$ cat src/rtl/asrv32_clint_if.sv
// Data-bus request/response bundle between the core LSU (master) and the CLINT (slave).
interface asrv32_clint_if;
  logic        i_wb_cyc;
  logic        i_wb_stb;
  logic        i_wb_we;
  logic [31:0] i_wb_addr;
  logic [31:0] i_wb_data;
  logic [3:0]  i_wb_sel;
  logic        o_wb_ack;
  logic        o_wb_stall;
  logic [31:0] o_wb_data;

  modport master (
    output i_wb_cyc, i_wb_stb, i_wb_we, i_wb_addr, i_wb_data, i_wb_sel,
    input  o_wb_ack, o_wb_stall, o_wb_data
  );

  modport slave (
    input  i_wb_cyc, i_wb_stb, i_wb_we, i_wb_addr, i_wb_data, i_wb_sel,
    output o_wb_ack, o_wb_stall, o_wb_data
  );
endinterface

$ cat src/rtl/asrv32_clint.sv
// Core-local interruptor: MSIP / MTIMECMP / MTIME window on the data bus, feeding the CSR timer unit.
// Optional ASRV32_CLINT_SNAPSHOT_EN: MTIME_LO read latches the high word so MTIME_HI reads back coherently.
module asrv32_clint #(
  parameter logic [31:0] BASE_ADDR    = 32'h0200_0000,
  parameter logic [63:0] MTIMECMP_RST = 64'hFFFF_FFFF_FFFF_FFFF
) (
  input  logic                i_clk,
  input  logic                i_rst_n,
  asrv32_clint_if.slave       wb,
  input  logic [63:0]         i_mtime,
  output logic                o_mtime_wr_en,
  output logic [63:0]         o_mtime_dout,
  output logic                o_mtimecmp_wr_en,
  output logic [63:0]         o_mtimecmp_dout,
  output logic                o_software_interrupt
);

  localparam logic [2:0] OFF_MSIP   = 3'd0;
  localparam logic [2:0] OFF_CMP_LO = 3'd2;
  localparam logic [2:0] OFF_CMP_HI = 3'd3;
  localparam logic [2:0] OFF_MT_LO  = 3'd4;
  localparam logic [2:0] OFF_MT_HI  = 3'd5;

  typedef enum logic [1:0] {ST_INIT, ST_IDLE, ST_ACK} state_e;

  state_e      state_q, state_d;
  logic        ack_q, ack_d;
  logic        stall_q, stall_d;
  logic [31:0] rdata_q, rdata_d;
  logic        mtime_wr_en_q, mtime_wr_en_d;
  logic [63:0] mtime_dout_q, mtime_dout_d;
  logic        cmp_wr_en_q, cmp_wr_en_d;
  logic [63:0] cmp_dout_q, cmp_dout_d;
  logic        msip_q, msip_d;
  logic [31:0] mtime_lo_q, mtime_lo_d;
  logic [31:0] cmp_lo_q, cmp_lo_d;
`ifdef ASRV32_CLINT_SNAPSHOT_EN
  logic [31:0] snap_q, snap_d;
  logic        snap_vld_q, snap_vld_d;
`endif

  logic       in_window;
  logic       accept;
  logic       sel_full;
  logic [2:0] off;
  logic       unused_addr;

  assign in_window   = (wb.i_wb_addr[31:5] == BASE_ADDR[31:5]);
  assign accept      = wb.i_wb_cyc & wb.i_wb_stb & ~stall_q & in_window & (state_q == ST_IDLE);
  assign sel_full    = (wb.i_wb_sel == 4'hF);
  assign off         = wb.i_wb_addr[4:2];
  assign unused_addr = ^wb.i_wb_addr[1:0];

  // All register side effects happen on the accepting edge so they are visible in the ACK cycle.
  always_comb begin
    state_d       = state_q;
    ack_d         = 1'b0;
    stall_d       = stall_q;
    rdata_d       = 32'd0;
    mtime_wr_en_d = 1'b0;
    mtime_dout_d  = mtime_dout_q;
    cmp_wr_en_d   = 1'b0;
    cmp_dout_d    = cmp_dout_q;
    msip_d        = msip_q;
    mtime_lo_d    = mtime_lo_q;
    cmp_lo_d      = cmp_lo_q;
`ifdef ASRV32_CLINT_SNAPSHOT_EN
    snap_d        = snap_q;
    snap_vld_d    = snap_vld_q;
`endif
    case (state_q)
      ST_INIT: begin
        state_d = ST_IDLE;
        stall_d = 1'b0;
      end
      ST_IDLE: begin
        if (accept) begin
          state_d = ST_ACK;
          stall_d = 1'b1;
          ack_d   = 1'b1;
          if (wb.i_wb_we) begin
            case (off)
              OFF_MSIP:   if (wb.i_wb_sel[0]) msip_d = wb.i_wb_data[0];
              OFF_CMP_LO: if (sel_full) cmp_lo_d = wb.i_wb_data;
              OFF_CMP_HI: if (sel_full) begin
                cmp_dout_d  = {wb.i_wb_data, cmp_lo_q};
                cmp_wr_en_d = 1'b1;
              end
              OFF_MT_LO:  if (sel_full) mtime_lo_d = wb.i_wb_data;
              OFF_MT_HI: begin
                if (sel_full) begin
                  mtime_dout_d  = {wb.i_wb_data, mtime_lo_q};
                  mtime_wr_en_d = 1'b1;
                end
`ifdef ASRV32_CLINT_SNAPSHOT_EN
                snap_vld_d = 1'b0;
`endif
              end
              default: ;
            endcase
          end else begin
            case (off)
              OFF_MSIP:   rdata_d = {31'd0, msip_q};
              OFF_CMP_LO: rdata_d = cmp_dout_q[31:0];
              OFF_CMP_HI: rdata_d = cmp_dout_q[63:32];
              OFF_MT_LO: begin
                rdata_d = i_mtime[31:0];
`ifdef ASRV32_CLINT_SNAPSHOT_EN
                snap_d     = i_mtime[63:32];
                snap_vld_d = 1'b1;
`endif
              end
`ifdef ASRV32_CLINT_SNAPSHOT_EN
              OFF_MT_HI:  rdata_d = snap_vld_q ? snap_q : i_mtime[63:32];
`else
              OFF_MT_HI:  rdata_d = i_mtime[63:32];
`endif
              default:    rdata_d = 32'd0;
            endcase
          end
        end
      end
      ST_ACK: begin
        state_d = ST_IDLE;
        stall_d = 1'b0;
      end
      default: begin
        state_d = ST_INIT;
        stall_d = 1'b1;
      end
    endcase
  end

  always_ff @(posedge i_clk or negedge i_rst_n) begin
    if (!i_rst_n) begin
      state_q       <= ST_INIT;
      ack_q         <= 1'b0;
      stall_q       <= 1'b1;
      rdata_q       <= 32'd0;
      mtime_wr_en_q <= 1'b0;
      mtime_dout_q  <= 64'd0;
      cmp_wr_en_q   <= 1'b0;
      cmp_dout_q    <= MTIMECMP_RST;
      msip_q        <= 1'b0;
      mtime_lo_q    <= 32'd0;
      cmp_lo_q      <= 32'd0;
`ifdef ASRV32_CLINT_SNAPSHOT_EN
      snap_q        <= 32'd0;
      snap_vld_q    <= 1'b0;
`endif
    end else begin
      state_q       <= state_d;
      ack_q         <= ack_d;
      stall_q       <= stall_d;
      rdata_q       <= rdata_d;
      mtime_wr_en_q <= mtime_wr_en_d;
      mtime_dout_q  <= mtime_dout_d;
      cmp_wr_en_q   <= cmp_wr_en_d;
      cmp_dout_q    <= cmp_dout_d;
      msip_q        <= msip_d;
      mtime_lo_q    <= mtime_lo_d;
      cmp_lo_q      <= cmp_lo_d;
`ifdef ASRV32_CLINT_SNAPSHOT_EN
      snap_q        <= snap_d;
      snap_vld_q    <= snap_vld_d;
`endif
    end
  end

  assign wb.o_wb_ack    = ack_q;
  assign wb.o_wb_stall  = stall_q;
  assign wb.o_wb_data   = rdata_q;
  assign o_mtime_wr_en  = mtime_wr_en_q;
  assign o_mtime_dout   = mtime_dout_q;
  // The INIT push must not show while reset is still held, hence the gate on i_rst_n.
  assign o_mtimecmp_wr_en     = cmp_wr_en_q | ((state_q == ST_INIT) & i_rst_n);
  assign o_mtimecmp_dout      = cmp_dout_q;
  assign o_software_interrupt = msip_q;

endmodule

$ cat src/flat_wrapper.sv
// flat-port wrapper written by rule: the top's interface ports become plain ports
module asrv32_clint_flat 
#(
  parameter logic [31:0] BASE_ADDR    = 32'h0200_0000,
  parameter logic [63:0] MTIMECMP_RST = 64'hFFFF_FFFF_FFFF_FFFF
)
  (i_clk, i_rst_n, i_mtime, o_mtime_wr_en, o_mtime_dout, o_mtimecmp_wr_en, o_mtimecmp_dout, o_software_interrupt, wb_i_wb_cyc, wb_i_wb_stb, wb_i_wb_we, wb_i_wb_addr, wb_i_wb_data, wb_i_wb_sel, wb_o_wb_ack, wb_o_wb_stall, wb_o_wb_data);
  asrv32_clint_if wb_i ();
  input  logic i_clk;
  input  logic i_rst_n;
  input  logic [63:0] i_mtime;
  output logic o_mtime_wr_en;
  output logic [63:0] o_mtime_dout;
  output logic o_mtimecmp_wr_en;
  output logic [63:0] o_mtimecmp_dout;
  output logic o_software_interrupt;
  input wire logic [$bits(wb_i.i_wb_cyc)-1:0] wb_i_wb_cyc;
  input wire logic [$bits(wb_i.i_wb_stb)-1:0] wb_i_wb_stb;
  input wire logic [$bits(wb_i.i_wb_we)-1:0] wb_i_wb_we;
  input wire logic [$bits(wb_i.i_wb_addr)-1:0] wb_i_wb_addr;
  input wire logic [$bits(wb_i.i_wb_data)-1:0] wb_i_wb_data;
  input wire logic [$bits(wb_i.i_wb_sel)-1:0] wb_i_wb_sel;
  output wire logic [$bits(wb_i.o_wb_ack)-1:0] wb_o_wb_ack;
  output wire logic [$bits(wb_i.o_wb_stall)-1:0] wb_o_wb_stall;
  output wire logic [$bits(wb_i.o_wb_data)-1:0] wb_o_wb_data;
  assign wb_i.i_wb_cyc = wb_i_wb_cyc;
  assign wb_i.i_wb_stb = wb_i_wb_stb;
  assign wb_i.i_wb_we = wb_i_wb_we;
  assign wb_i.i_wb_addr = wb_i_wb_addr;
  assign wb_i.i_wb_data = wb_i_wb_data;
  assign wb_i.i_wb_sel = wb_i_wb_sel;
  assign wb_o_wb_ack = wb_i.o_wb_ack;
  assign wb_o_wb_stall = wb_i.o_wb_stall;
  assign wb_o_wb_data = wb_i.o_wb_data;
  asrv32_clint #(.BASE_ADDR(BASE_ADDR), .MTIMECMP_RST(MTIMECMP_RST)) u_core (.i_clk(i_clk), .i_rst_n(i_rst_n), .wb(wb_i), .i_mtime(i_mtime), .o_mtime_wr_en(o_mtime_wr_en), .o_mtime_dout(o_mtime_dout), .o_mtimecmp_wr_en(o_mtimecmp_wr_en), .o_mtimecmp_dout(o_mtimecmp_dout), .o_software_interrupt(o_software_interrupt));
endmodule
$ cat config.mk
export PLATFORM = sky130hd
export DESIGN_NAME = asrv32_clint_flat
export DESIGN_NICKNAME = d
export VERILOG_FILES = /design/src/rtl/asrv32_clint_if.sv /design/src/rtl/asrv32_clint.sv /design/src/flat_wrapper.sv
export SDC_FILE = /design/constraint.sdc
export NUM_CORES = 1
export LEC_CHECK = 0
export ABC_AREA = 1
export CORE_MARGIN = 5
export CORE_UTILIZATION = 47
export CTS_BUF_LIST = sky130_fd_sc_hd__clkbuf_8
export DETAILED_ROUTE_END_ITERATION = 8
export PLACE_DENSITY_LB_ADDON = 0.25
export SYNTH_ARGS = -nofsm -noshare
export SYNTH_HDL_FRONTEND = slang
export SYNTH_SLANG_ARGS = --single-unit
$ cat constraint.sdc
create_clock -name i_clk -period 2.2 [get_ports i_clk]
set_clock_uncertainty 0.05 [all_clocks]
set_input_delay 0.33 -clock i_clk [delete_from_list [all_inputs] [get_ports i_clk]]
set_output_delay 0.33 -clock i_clk [all_outputs]
set_load 0.03 [all_outputs]
# After elaboration in Yosys (flattened, before gate mapping)
# Index checks and enable logic that the tools add are counted.
# totals
register_bits,231
in_bits,137
output_inout_bits,165
# classes
reduce_logical,8
n_mux,19
bitwise_logic,7
n_eq_ne,9
# ops
cell,n
32-bit one-hot mux with 5 select lines,1
32-bit two-way mux,3
"27-bit by 21-bit equality test with 1-bit output, second input constant",1
5-bit AND reduction,5
1-bit two-way mux,12
"3-bit by 2-bit equality test with 1-bit output, second input constant",2
"3-bit equality test, second input constant",2
1-bit AND,5
"4-bit equality test, second input constant",1
2-bit one-hot mux with 2 select lines,1
3-bit zero test,1
"2-bit by 1-bit equality test with 1-bit output, second input constant",1
"2-bit equality test, second input constant",1
2-bit zero test,1
2-bit two-way mux,1
"2-bit by 1-bit inequality test with 1-bit output, second input constant",1
1-bit one-hot mux with 2 select lines,1
2-bit OR reduction,1
1-bit inverter,1
1-bit bitwise OR,1

# Longest topological paths before layout
# Gate-level depths: netlist (run 1).
# logic_depth
word_depth,6
ltp_mapped,11

# Least setup slack after synthesis (run 1)
# OpenSTA, ideal clock, no wires.
# synth_timing
kind,register -> register
startpoint,"reg u_core.stall_q, in the netlist u_core.wb.o_wb_stall"
endpoint,"reg u_core.mtime_dout_q[32], in the netlist u_core.o_mtime_dout[32]"
slack_ps,555
arrival_ps,1471
stages_incl_launch_ff,11
synth_period_minus_slack_ps,1645
path_cell_list,dfstp_2 -> nor2_1 -> nand2_1 -> nor2_1 -> nand2_1 -> nor2_4 -> nand3_4 -> buf_6 -> buf_6 -> nand2_1 -> o21ai_1
# synth_via
elab_chain_cells,5
# synth_lines
item,line,source
start: declaration,asrv32_clint.sv:28,"logic stall_q, stall_d;"
start signal: assignment,asrv32_clint.sv:154,stall_q <= stall_d;
1-bit inverter,asrv32_clint.sv:49,assign accept = wb.i_wb_cyc & wb.i_wb_stb & ~stall_q & in_window & (state_q == ST_IDLE);
1-bit AND (3 in a row),asrv32_clint.sv:49,
5-bit AND reduction (no line),n/a,
end signal: assignment,asrv32_clint.sv:157,mtime_dout_q <= mtime_dout_d;
end: declaration,asrv32_clint.sv:31,"logic [63:0] mtime_dout_q, mtime_dout_d;"
# Every way passes these cells.
# A chain may end at the register's enable or synchronous reset.

# Final worst setup path (run 1)
# layout_timing
startpoint,"reg u_core.cmp_dout_q[7], in the netlist u_core.o_mtimecmp_dout[7]"
endpoint,out o_mtimecmp_dout[7]
# layout_rtl
item,line,source
start: declaration,asrv32_clint.sv:33,"logic [63:0] cmp_dout_q, cmp_dout_d;"
start signal: assignment,asrv32_clint.sv:159,cmp_dout_q <= cmp_dout_d;
end: declaration,flat_wrapper.sv:15,output logic [63:0] o_mtimecmp_dout;
# No word-level cell between the ends.

==> results.py, run 1 <==
metrics = {
    "logic_synthesis": {
        "synth_ff_type": "dfrtp_1",
        "ys_ff_latch": 231,
        "synth_cell_types": 27,
        "yosys-top-cells-count": "nand2_1, dfrtp_1, nor2_1",
        "synthTopCellsByArea": "dfrtp_1, dfstp_2, nand2_1",
        "synth_edf_count": 0,
        "yosysSeqAreaShare": 0.606,
        "syn_avg_cell_area_um2": 8.98,
        "async_flop_share": 1.00,
        "yosys.area.top_type": "dfrtp_1",
        "ys_warn_count": 0,
        "synth.cell_area_um2": 9680,
        "yosysTopAreaCellShare": 0.429,
        "synthCells": 1078,
        "synth_nets": 1215,
        "synth_most_common_cell": "nand2_1",
    },
    "timing": {
        "hold_slack_ps": 394,
        "setup_ws_ps": 53.2,
        "slew_headroom": 0.565,
        "rsz0062_at_grt": "no",
        "tightest_slew_ps": 652,
        "slew_violations": 0,
        "period_minus_slack_ps": 2150,
        "setup_viol": 0,
        "fmax_mhz": 466,
        "hold_viol_final": 0,
        "fin_crit_sh": 0.976,
    },
    "clock_network": {
        "htreeDepth": 2,
        "numCtsBuffers": 39,
        "clock-sinks": 231,
        "clock-root-buffer": "clkbuf_8",
        "clkLatencyLatePin_ps": 520,
        "clock_path_buffers": 3,
        "cts_tree": "built",
        "clk_pin_slew_ps": 60,
    },
    "place": {
        "post-place-ws_ps": -117,
        "port_buffers": 299,
        "gp_congestion": 0.932,
        "placed_cells": 1622,
        "dp_hpwl_um": 21000,
    },
    "critical_path": {
        "crit_slowest_cell": "clkdlybuf4s50_1",
        "crit_chain": "clkdlybuf4s50_1",
        "worst-path-buf-inv": 1,
        "arrival_ps": 1770,
        "worstSetupPathType": "reg -> out",
        "cp-start-kind": "flip-flop",
        "crit_family": "buffers and inverters",
        "cp-end-kind": "output port",
        "path_max_fanout": 3,
        "worstPathRequired_ps": 1820,
        "slowest_delay_ps": 700,
    },
    "status": {
        "outcome": "finished, final reports clean",
    },
    "final_layout": {
        "final_layout_size_suffix_gt1_frac": 0.124,
        "fin_util": 0.686,
        "nFillCells": 1602,
        "n_antenna_cell": 0,
        "area_delta_synth_final_pct": 43.5,
        "nets": 1531,
        "fin_cells": 1694,
    },
    "detailed_routing": {
        "vias_per_cell": 4.95,
        "drt_iter0_drc": 562,
        "ant_nets": 0,
        "drcViolationCount": 0,
        "drt-wirelength-per-cell_um": 17.3,
        "firstDrtPassIters": 5,
        "vias": 8377,
        "wl_um": 29300,
    },
    "global_route": {
        "grt_pass1_wl_um": 46600,
        "overflow": 0,
        "grt_pass1_vias": 8259,
        "grt_max_degree": 127,
        "grt_usage": 0.245,
        "antenna_found_initial": 0,
    },
    "pwr": {
        "ir_drop_mv": 0.408,
        "clkPwrFrac": 0.444,
        "comb_power_share": 0.063,
        "power.density_nw_per_um2": 622,
        "p_sw_frac": 0.226,
        "p_leak_uw": 0.00673,
        "seqPwrFrac": 0.493,
        "p_switching_uw": 1960,
        "p_int_uw": 6680,
    },
    "floorplan": {
        "die_area_um2": 23600,
        "core.rowCount": 52,
        "core_um2": 20200,
        "io_pins": 302,
        "die_w_um": 153,
        "die_h_um": 153,
        "start_util": 0.478,
    },
    "min_path": {
        "holdCritPathClass": "in -> reg",
    },
    "run": {
        "max_cap_violations": 0,
    },
}
==> final cells by class <==
| cell class | instances | area (um2) | area share |
|---|---|---|---|
| clock buffer | 50 | 688 | 0.0496 |
| clock inverter | 21 | 110 | 0.00793 |
| inverter | 79 | 297 | 0.0214 |
| multi-input combinational | 711 | 3180 | 0.229 |
| sequential | 231 | 5860 | 0.422 |
| tap | 270 | 338 | 0.0243 |
| timing repair buffer | 332 | 3400 | 0.245 |
==> flip-flops by register name, summed over array words and instances, names as in the netlist <==
register and count:
u_core.o_mtime_wr_en 1, u_core.wb.o_wb_stall 1, u_core.o_software_interrupt 1, u_core.cmp_wr_en_q 1, u_core.wb.o_wb_data 32, u_core.cmp_lo_q 32
u_core.o_mtime_dout 64, u_core.mtime_lo_q 32, u_core.state_q 2, u_core.o_mtimecmp_dout 64, u_core.wb.o_wb_ack 1
==> final timing paths <==
path	startpoint	endpoint	slack [ps]	cells past startpoint
worst min-delay path	wb_i_wb_data[25]	u_core.o_mtimecmp_dout[57]	390	3
worst max register to register	u_core.wb.o_wb_stall	u_core.mtime_lo_q[17]	340	10
worst min register to register	u_core.cmp_lo_q[12]	u_core.o_mtimecmp_dout[12]	420	2
worst max-delay path	u_core.o_mtimecmp_dout[7]	o_mtimecmp_dout[7]	50	1
max in group asynchronous	i_rst_n	u_core.wb.o_wb_data[16]	1130	3
min in group asynchronous	i_rst_n	u_core.o_mtime_dout[30]	420	3
==> layer usage <==
metal | track usage | wire length (um)
met4 | 0.0677 | 648
met1 | 0.347 | 13200
met3 | 0.0645 | 2170
met2 | 0.378 | 13300
met5 | 0 | 0
==> power by group through the flow <==
stage / registers (uW) / logic [uW] / clock network [uW]
final: 4260 / 547 / 3840
after global routing: 4250 / 603 / 4140
after CTS: 4260 / 555 / 3920
after detailed placement: 4330 / 551 / 0
after global placement: 4330 / 545 / 0
after floorplan: 4330 / 129 / 0
==> cells by family after synthesis <==
kind of cell / share of synthesized area
compound gates: 0.109
buf+inv: 0.0657
flops: 0.606
simple gates: 0.219
==> what timing repair did <==
action                                 4_1_cts  5_1_grt
setup endpoints to repair                    9       13
pin swaps                                    0        0
hold buffers                                 1        0
buffers inserted                             0        0
gates resized for setup                      9       13
endpoints found under the hold margin      166        0
==> stage by stage <==
| step | total power (uW) | TNS, ps | instance area [um2] |
|---|---|---|---|
| 2_1_floorplan | 4460 | 0 | 9680 |
| 3_3_place_gp | 4870 | -2730 | 13100 |
| 3_5_place_dp | 4880 | -7820 | 13100 |
| 4_1_cts | 8740 | 0 | 13800 |
| 5_1_grt | 8990 | 0 | 13900 |
| 6_report | 8640 | 0 | 13900 |
==> cells in the final DEF, fill, tap and decap left out, types with 9 or more instances in the layout <==
| master | synthesis | routed |
|---|---|---|
| nand2_1 | 374 | 374 |
| clkdlybuf4s50_1 | 0 | 275 |
| dfrtp_1 | 166 | 166 |
| nor2_1 | 104 | 103 |
| inv_1 | 75 | 91 |
| o21ai_1 | 76 | 76 |
| o21ai_0 | 66 | 66 |
| dfstp_2 | 65 | 65 |
| clkbuf_8 | 0 | 50 |
| nand3_1 | 36 | 36 |
| buf_4 | 6 | 22 |
| a22o_1 | 19 | 19 |
| a211oi_1 | 13 | 13 |
| dlymetal6s2s_1 | 0 | 13 |
| buf_12 | 0 | 11 |
| dlygate4sd2_1 | 0 | 9 |
Power figures use the tool's default switching activity.
==> run 2: changes to the inputs <==
==> constraint.sdc (replaced) <==
create_clock -name i_clk -period 2.1 [get_ports i_clk]
set_clock_uncertainty 0.05 [all_clocks]
set_input_delay 0.42 -clock i_clk [delete_from_list [all_inputs] [get_ports i_clk]]
set_output_delay 0.42 -clock i_clk [all_outputs]
set_load 0.03 [all_outputs]
==> run 2 against run 1 <==
  * Cell area up 0.13%
  * Critical path depth unchanged
  * Sequential share of layout area down 0.057 points
  * Cell count down 0.12%
  * Largest power group unchanged
  * Critical path type unchanged
  * Global-route usage about the same
  * Flip-flop and latch count unchanged
  * Setup slack better by 2.2 ps
  * Combinational power up 5.1%
  * Core utilization up 0.093 points
  * Sequential power up 4.7%
  * Highest routed layer unchanged
==> results.py, run 2 (synthesis results as in run 1) <==
metrics = {
    "critical_path": {
        "crit_slowest_cell": "clkdlybuf4s50_1",
        "path_max_fanout": 1,
        "cp-start-kind": "flip-flop",
        "worst-path-buf-inv": 1,
        "rr_worst_depth": 9,
        "crit_family": "buffers and inverters",
        "r2r_start": "u_core.wb.o_wb_stall",
        "cp-endpoint": "wb_o_wb_data[30]",
        "timing.rr.end": "u_core.o_mtimecmp_dout[40]",
        "worstPathRequired_ps": 1630,
        "arrival_ps": 1570,
        "path_depth": 1,
        "startpoint": "u_core.wb.o_wb_data[30]",
        "slowest_delay_ps": 690,
        "crit_chain": "clkdlybuf4s50_1",
        "worstSetupPathType": "reg -> out",
        "cp-end-kind": "output port",
        "worst-r2r-setup-slack_ps": 280,
    },
    "global_route": {
        "grt_usage": 0.246,
        "antenna_found_initial": 0,
        "overflow": 0,
        "grt_pass1_vias": 8261,
        "grt_max_degree": 122,
        "grt_pass1_wl_um": 46600,
    },
    "detailed_routing": {
        "vias": 8354,
        "vias_per_cell": 4.94,
        "firstDrtPassIters": 6,
        "drcViolationCount": 0,
        "ant_nets": 0,
        "wl_um": 29200,
        "drt-wirelength-per-cell_um": 17.3,
        "drt_iter0_drc": 576,
    },
    "pwr": {
        "comb_power_share": 0.061,
        "p_switching_uw": 2080,
        "p_sw_frac": 0.221,
        "p_int_uw": 7320,
        "power_uw": 9400,
        "clkPwrFrac": 0.464,
        "power.density_nw_per_um2": 676,
        "seqPwrFrac": 0.475,
        "p_leak_uw": 0.00702,
        "ir_drop_mv": 0.431,
    },
    "timing": {
        "rsz0062_at_grt": "no",
        "hold_viol_final": 0,
        "slew_violations": 0,
        "setup_viol": 0,
        "tightest_slew_ps": 641,
        "fmax_mhz": 489,
        "period_minus_slack_ps": 2040,
        "slew_headroom": 0.572,
        "setup_ws_ps": 55.4,
        "hold_slack_ps": 418,
        "fin_crit_sh": 0.974,
    },
    "final_layout": {
        "area_delta_synth_final_pct": 43.6,
        "final_layout_size_suffix_gt1_frac": 0.127,
        "layout_common_cells": "nand2_1, clkdlybuf4s50_1, dfrtp_1",
        "nets": 1529,
        "n_antenna_cell": 0,
        "nFillCells": 1685,
        "final_common_cell": "nand2_1",
    },
    "clock_network": {
        "clock_path_buffers": 3,
        "clkLatencyLatePin_ps": 520,
        "cts_tree": "built",
        "clk_pin_slew_ps": 60,
        "clock-root-buffer": "clkbuf_8",
        "numCtsBuffers": 39,
        "htreeDepth": 2,
        "clock-sinks": 231,
        "post_cts_buffers": 0,
    },
    "floorplan": {
        "core.rowCount": 52,
        "core_um2": 20200,
        "die_w_um": 153,
        "die_h_um": 153,
        "start_util": 0.478,
        "die_area_um2": 23600,
        "io_pins": 302,
    },
    "place": {
        "post-place-ws_ps": -289,
        "gp_congestion": 0.921,
        "port_buffers": 299,
        "dp_hpwl_um": 21100,
    },
    "run": {
        "max_cap_violations": 0,
    },
    "min_path": {
        "holdCritPathClass": "reg -> reg",
    },
    "status": {
        "outcome": "finished, final reports clean",
    },
}
-- run 2: changes by cell type in the layout (fill, tap and decap cells not counted), sizes merged, moves of 3 or more --
| cell | change |
|---|---|
| dlygate4sd2 | +57 |
| clkinv | +4 |
| inv | -6 |
| bufinv | +3 |
| clkdlybuf4s50 | -57 |
-- run 2: power by group through the flow --
stage | combinational [uW] | clock [uW] | sequential [uW]
floorplan | 135 | 0 | 4530
global placement | 574 | 0 | 4530
detailed placement | 580 | 0 | 4530
CTS | 585 | 4470 | 4460
global route | 631 | 4690 | 4450
finish | 575 | 4360 | 4460
-- run 2: cell type report --
class / instances / area [um2] / area share
clock inverter: 23 / 205 / 0.0148
sequential: 231 / 5860 / 0.422
clock buffer: 48 / 661 / 0.0475
tap: 270 / 338 / 0.0243
inverter: 79 / 297 / 0.0213
multi-input combinational: 711 / 3180 / 0.229
timing repair buffer: 330 / 3360 / 0.241
-- run 2: metrics by stage --
step / utilization / area [um2] / setup TNS, ps / std cells
floorplan: - / 9680 / 0 / 1078
global placement: 0.646 / 13100 / -45120 / 1620
detailed placement: 0.646 / 13100 / -45460 / 1620
CTS: 0.685 / 13900 / 0 / 1692
global route: 0.687 / 13900 / 0 / 1692
finish: 0.687 / 13900 / 0 / 1692
-- run 2: worst reg2reg max path, stage by stage (launching register included) --
cell and delay [ps]:
dfstp_2 390, nor2_1 100, nand2_1 50, nor2_1 80, nand2_1 100, nor2_4 250
buf_12 150, nand3_4 80, buf_4 260, o21ai_0 210
-- run 2: repair_timing --
action                                  in CTS  in global routing
hold buffers                                 1                  0
gates cloned                                 0                  0
pin swaps                                    0                  0
endpoints found under the setup margin      66                 13
gates resized for setup                     66                 13
endpoints found under the hold margin      139                  0
-- run 2: how the worst min path moves through the flow --
stage	startpoint	end	slack (ps)	cells past startpoint
finish	u_core.cmp_lo_q[30]	u_core.o_mtimecmp_dout[30]	420	2
global route	u_core.cmp_lo_q[22]	u_core.o_mtimecmp_dout[22]	440	2
CTS	u_core.cmp_lo_q[30]	u_core.o_mtimecmp_dout[30]	420	2
detailed placement	u_core.cmp_lo_q[19]	u_core.o_mtimecmp_dout[19]	400	2
global placement	u_core.mtime_lo_q[12]	u_core.o_mtime_dout[12]	400	2
floorplan	i_rst_n	u_core.cmp_lo_q[0]	70	0
-- run 2: metal layers --
layer / track usage / wire, um / up-vias
li1: - / - / 4053
met1: 0.346 / 13000 / 3974
met2: 0.389 / 13700 / 297
met3: 0.0608 / 2110 / 30
met4: 0.0559 / 403 / 0
met5: 0 / 0 / -
